File: src/rtl/oscilo_pkg.sv
// Shared oscilloscope package: reader state encoding, header sync byte, capture depth default.
// The header constant and HDR states exist only when SAMPLE_READER_HEADER_EN is defined.
package oscilo_pkg;

    localparam int unsigned SAMPLE_DEPTH_DEF = 8;

`ifdef SAMPLE_READER_HEADER_EN
    localparam logic [7:0] HDR_SYNC = 8'hA5;

    typedef enum logic [2:0] {
        ST_IDLE  = 3'd0,
        ST_HDR0  = 3'd1,
        ST_HDR1  = 3'd2,
        ST_FETCH = 3'd3,
        ST_WAIT  = 3'd4,
        ST_SEND  = 3'd5,
        ST_DONE  = 3'd6
    } reader_state_t;
`else
    typedef enum logic [2:0] {
        ST_IDLE  = 3'd0,
        ST_FETCH = 3'd3,
        ST_WAIT  = 3'd4,
        ST_SEND  = 3'd5,
        ST_DONE  = 3'd6
    } reader_state_t;
`endif

endpackage

File: src/rtl/sample_reader.sv
// Streams one capture from sample RAM as bytes, oldest sample first (undoes ring rotation).
// Optional SAMPLE_READER_HEADER_EN prefixes the stream with 0xA5 and the latched offset byte.
module sample_reader
    import oscilo_pkg::*;
#(
    parameter int unsigned SAMPLE_DEPTH = SAMPLE_DEPTH_DEF
) (
    input  logic                    clk_50mhz,
    input  logic                    reset,
    input  logic                    start,
    input  logic [SAMPLE_DEPTH-1:0] offset,
    output logic                    busy,
    output logic                    done,
    output logic [SAMPLE_DEPTH-1:0] mem_addr,
    output logic                    mem_re,
    input  logic [7:0]              mem_rdata,
    output logic [7:0]              tx_data,
    output logic                    tx_valid,
    input  logic                    tx_ready
);

    localparam int unsigned AW   = SAMPLE_DEPTH;
    localparam int unsigned CW   = SAMPLE_DEPTH + 1;
    localparam int unsigned N    = 1 << SAMPLE_DEPTH;
    localparam int unsigned HALF = 1 << (SAMPLE_DEPTH - 1);

    reader_state_t   r_state;
    logic [AW-1:0]   r_addr;
    logic [CW-1:0]   r_count;
    logic            r_busy;
    logic            r_done;
    logic            r_mem_re;
    logic [7:0]      r_tx_data;
    logic            r_tx_valid;
`ifdef SAMPLE_READER_HEADER_EN
    logic [AW-1:0]   r_offset;
`endif

    logic            w_handshake;
    logic            w_last;
    logic [AW-1:0]   w_base;

    assign w_handshake = r_tx_valid && tx_ready;
    assign w_last      = (r_count == CW'(N - 1));
    // Oldest pre-trigger sample sits HALF entries behind the trigger write address.
    assign w_base      = offset - AW'(HALF);

    always_ff @(posedge clk_50mhz or negedge reset) begin
        if (!reset) begin
            r_state    <= ST_IDLE;
            r_addr     <= '0;
            r_count    <= '0;
            r_busy     <= 1'b0;
            r_done     <= 1'b0;
            r_mem_re   <= 1'b0;
            r_tx_data  <= '0;
            r_tx_valid <= 1'b0;
`ifdef SAMPLE_READER_HEADER_EN
            r_offset   <= '0;
`endif
        end else begin
            case (r_state)
                ST_IDLE: begin
                    if (start) begin
                        r_addr  <= w_base;
                        r_count <= '0;
                        r_busy  <= 1'b1;
`ifdef SAMPLE_READER_HEADER_EN
                        r_offset   <= offset;
                        r_tx_data  <= HDR_SYNC;
                        r_tx_valid <= 1'b1;
                        r_state    <= ST_HDR0;
`else
                        r_mem_re <= 1'b1;
                        r_state  <= ST_FETCH;
`endif
                    end
                end
`ifdef SAMPLE_READER_HEADER_EN
                ST_HDR0: begin
                    if (w_handshake) begin
                        r_tx_data <= 8'(r_offset);
                        r_state   <= ST_HDR1;
                    end
                end
                ST_HDR1: begin
                    if (w_handshake) begin
                        r_tx_valid <= 1'b0;
                        r_mem_re   <= 1'b1;
                        r_state    <= ST_FETCH;
                    end
                end
`endif
                ST_FETCH: begin
                    r_mem_re <= 1'b0;
                    r_state  <= ST_WAIT;
                end
                ST_WAIT: begin
                    r_tx_data  <= mem_rdata;
                    r_tx_valid <= 1'b1;
                    r_state    <= ST_SEND;
                end
                ST_SEND: begin
                    // Data and valid hold until the transmitter takes the byte.
                    if (w_handshake) begin
                        r_tx_valid <= 1'b0;
                        r_addr     <= r_addr + AW'(1);
                        r_count    <= r_count + CW'(1);
                        if (w_last) begin
                            r_busy  <= 1'b0;
                            r_done  <= 1'b1;
                            r_state <= ST_DONE;
                        end else begin
                            r_mem_re <= 1'b1;
                            r_state  <= ST_FETCH;
                        end
                    end
                end
                ST_DONE: begin
                    if (!start) begin
                        r_done  <= 1'b0;
                        r_state <= ST_IDLE;
                    end
                end
                default: begin
                    r_state <= ST_IDLE;
                end
            endcase
        end
    end

    assign busy     = r_busy;
    assign done     = r_done;
    assign mem_addr = r_addr;
    assign mem_re   = r_mem_re;
    assign tx_data  = r_tx_data;
    assign tx_valid = r_tx_valid;

endmodule
File: config.mk
export PLATFORM = sky130hd
export DESIGN_NAME = sample_reader
export DESIGN_NICKNAME = d
export VERILOG_FILES = /design/src/rtl/oscilo_pkg.sv /design/src/rtl/sample_reader.sv
export SDC_FILE = /design/constraint.sdc
export NUM_CORES = 1
export LEC_CHECK = 0
export CELL_PAD_IN_SITES_DETAIL_PLACEMENT = 1
export CELL_PAD_IN_SITES_GLOBAL_PLACEMENT = 1
export CORE_ASPECT_RATIO = 1.5
export CORE_MARGIN = 2
export CORE_UTILIZATION = 33
export CTS_CLUSTER_SIZE = 28
export DETAILED_ROUTE_END_ITERATION = 16
export GPL_TIMING_DRIVEN = 0
export PLACE_DENSITY = 0.71
export SYNTH_ARGS = -nofsm -noshare
export SYNTH_HDL_FRONTEND = slang
export SYNTH_SLANG_ARGS = --single-unit
File: constraint.sdc
create_clock -name clk_50mhz -period 1.8 [get_ports clk_50mhz]
set_input_delay 0.18 -clock clk_50mhz [delete_from_list [all_inputs] [get_ports clk_50mhz]]
set_output_delay 0.18 -clock clk_50mhz [all_outputs]
set_load 0.01 [all_outputs]
==> run metrics <==
syn avg cell area 10.05 um2; Cell Area, Placed 0.002078 mm2; grt ovf 0; Core ar. 0.004771 mm2; flop2flop setup slack 0.05 ns; Flop pwr share 0.357; clk sinks 32; Initial Util 0.3370; TritonCTS clock tree built; Skew-Pair Late Insertion Delay 0.27 ns; initial antenna violation count 0; DR iter-0 viols 62; critical path class flop to flop; combinational share of power 0.495; asr flop ratio synth 1.000; CP Capture Type flop; Post-synth top cells dfrtp_1 (32), o21ai_0 (19), nand2_1 (17), nor2_1 (11), a21oi_1 (10); Diodes inserted 0; Area Overhead vs Synth 38.68%; Die Height 89.49 um; per-cell routed wire length 15.80 um; vias in the first global route 1,515; most common cell in the netlist dfrtp_1; max cap viols 0; Synth Warn # 0; Via density 5.127; gpl congestion 0.7536; switching power 1.323 mW; Main synth FF type dfrtp_1; clk slew on worst S/H paths 0.07 ns; Max VDD drop 0.5389 mV; Slew headroom 0.4995; H-tree levels 2; sequential cell area fraction in the yosys report 0.4981; Fmax 572.4 MHz; Seq cells post-synth 32; slowest cell on the critical path dfrtp_1; Internal Power 2.149 mW; Root Buffer clkbuf_8; Pre-antenna DRT Iters 4; RSZ-0062 raised after global routing yes; Final Max Slew Viols 0; Routed Antenna Nets 0; share of layout cells above drive strength 1 0.1866; clock buffer depth 2; Ports 40; Worst setup SP type flop; nets@finish 232; CP Cell Sequence ha_2 -> and3_4 -> and3_4 -> and3_4 -> ha_4 -> and3_1 -> a22oi_2 -> o21ai_1; WP data arrival 1.90 ns; Die Area 0.005458 mm2; outcome completed; Post-Syn Area 0.001608 mm2; Tot GR Track Use 0.1826; Post-Syn Instances 160; EDFF count, synth 0; Area contributors post-synth dfrtp_1 (50%), o21ai_0 (5.9%), mux2_2 (5.6%); synth unique cells 39; Worst R2R Start r_count[1]; Leakage Power 0.9191 nW; most used cell, CP and3_4; Residual DRC 0; Synth Net Count 183; R2R cell count 8; share of the synthesized area in the top cell type 0.4981; slowest cell delay on critical path 0.40 ns; # rows 31; final hold violations 0; clock share of power 0.148; fin crit share 0.9706; number of port buffers 39; clock skew 0.006828 ns; Die X 60.99 um; fin crit period 1.747 ns; first-pass GRT wire length 7.431 mm; Worst Path Required 1.96 ns; final WL 4.344 mm; Vias 1,410; FF-to-FF End done; actual slew at the worst max-slew pin 0.7508 ns; count of final setup violators 0; Num CTS Buffers 5; Pwr Density 1557 mW/mm2; area leader, netlist dfrtp_1; switching power share of the total 0.3810; largest net degree at the start of global routing 33; Final Cell Area 0.002230 mm2; fin util 0.4673; Crit Path Max Fanout 5; Hold Path Class primary input to asynchronous set/reset pin; DP HPWL 3.121 mm
## cells by family (layout without fill, tap and decap cells)
| group | Yosys count | in the layout | share of synthesized area |
|---|---|---|---|
| and+or+nand+nor | 52 | 52 | 0.1650 |
| AOI/OAI and AO/OA | 52 | 52 | 0.2093 |
| muxes | 9 | 9 | 0.06226 |
| buffers and inverters | 12 | 61 | 0.04202 |
| DFF | 32 | 32 | 0.4981 |
| adders and majority gates | 3 | 3 | 0.02335 |
## flip-flops by register name (all words and copies together), names as in the netlist
name and count:
r_count 9, mem_addr 8, tx_data 8, r_state 3, busy 1, done 1, mem_re 1, tx_valid 1
## power by group through the flow
stage / Sequential (mW) / Combinational [mW] / Clock, mW
final: 1.24 / 1.72 / 0.513
after global routing: 1.28 / 1.91 / 0.577
after CTS: 1.24 / 1.71 / 0.535
after detailed placement: 1.25 / 1.67 / 0
after global placement: 1.22 / 1.62 / 0
after floorplan: 1.29 / 0.882 / 0
## how the worst max path moves through the flow
stage	slack (ns)	cells after the start	startpoint	end
2_1_floorplan	0.02	8	r_count[0]	done
3_3_place_gp	-0.11	8	r_count[0]	done
3_5_place_dp	-0.16	8	r_count[0]	done
4_1_cts	0.009	8	r_count[0]	done
5_1_grt	-0.04	8	r_count[1]	done
6_report	0.05	8	r_count[1]	done
## per-layer routing
metal,global-route usage,part of all wire,vias up
met5,0,0,-
met4,0.05534,0.0090,0
met3,0.03184,0.012,4
met2,0.3030,0.56,9
met1,0.2398,0.42,717
li1,-,-,680
## final cells by class
| class | count | area, um2 |
|---|---|---|
| Timing Repair Buffer | 42 | 410.4 |
| Buffer | 9 | 60.06 |
| Inverter | 3 | 11.26 |
| Fill cell | 557 | 2541 |
| Multi-Input combinational cell | 116 | 787.0 |
| Tap cell | 66 | 82.58 |
| Sequential cell | 32 | 800.8 |
| Clock buffer | 6 | 72.57 |
| Clock inverter | 1 | 5.005 |
## metrics by stage
step | TNS [ns] | total power, mW | instances | worst slack (ns) | hold WS (ns)
2_1_floorplan | 0 | 2.171 | 160 | 0.02133 | -0.1156
3_3_place_gp | -3.117 | 2.845 | 265 | -0.1051 | 0.4915
3_5_place_dp | -0.4117 | 2.921 | 265 | -0.1601 | 0.2926
4_1_cts | 0 | 3.482 | 275 | 0.009026 | 0.4944
5_1_grt | -0.05405 | 3.768 | 275 | -0.03505 | 0.5252
6_report | 0 | 3.471 | 275 | 0.05297 | 0.4970
## layout by cell type (no fill, tap or decap), types with 2 or more instances in the layout
| master | instances |
|---|---|
| nand2_1 | 17 |
| buf_2 | 4 |
| clkdlybuf4s50_1 | 38 |
| dfrtp_1 | 32 |
| mux2_2 | 8 |
| inv_1 | 3 |
| a2bb2oi_1 | 2 |
| a31oi_1 | 3 |
| buf_4 | 3 |
| o21ai_1 | 2 |
| nand3b_1 | 3 |
| nand4_1 | 3 |
| nand3_1 | 5 |
| o2bb2ai_1 | 2 |
| buf_6 | 2 |
| nor2b_1 | 2 |
| clkbuf_2 | 3 |
| a22o_1 | 3 |
| clkbuf_8 | 5 |
| nor2_1 | 11 |
| and3_4 | 3 |
| and3_1 | 2 |
| a21o_1 | 2 |
| a21oi_1 | 10 |
| o21ai_0 | 18 |
## critical path: cells and delay by family, from the launching register on
kind | cells | cell delay, ns
adder cells (fa/ha/maj) | 2 | 0.37
flip-flops | 1 | 0.40
AO/OA/AOI/OAI | 2 | 0.21
AND/OR/NAND/NOR | 4 | 0.66
## what timing repair did
item / CTS / global route
buffers inserted: 2 / 0
endpoints found under the hold margin: 32 / 0
setup endpoints to repair: 4 / 6
hold buffers: 1 / 0
pin swaps: 1 / 0
resized for setup: 5 / 10
Note: power is estimated with default switching activity, not from simulation.
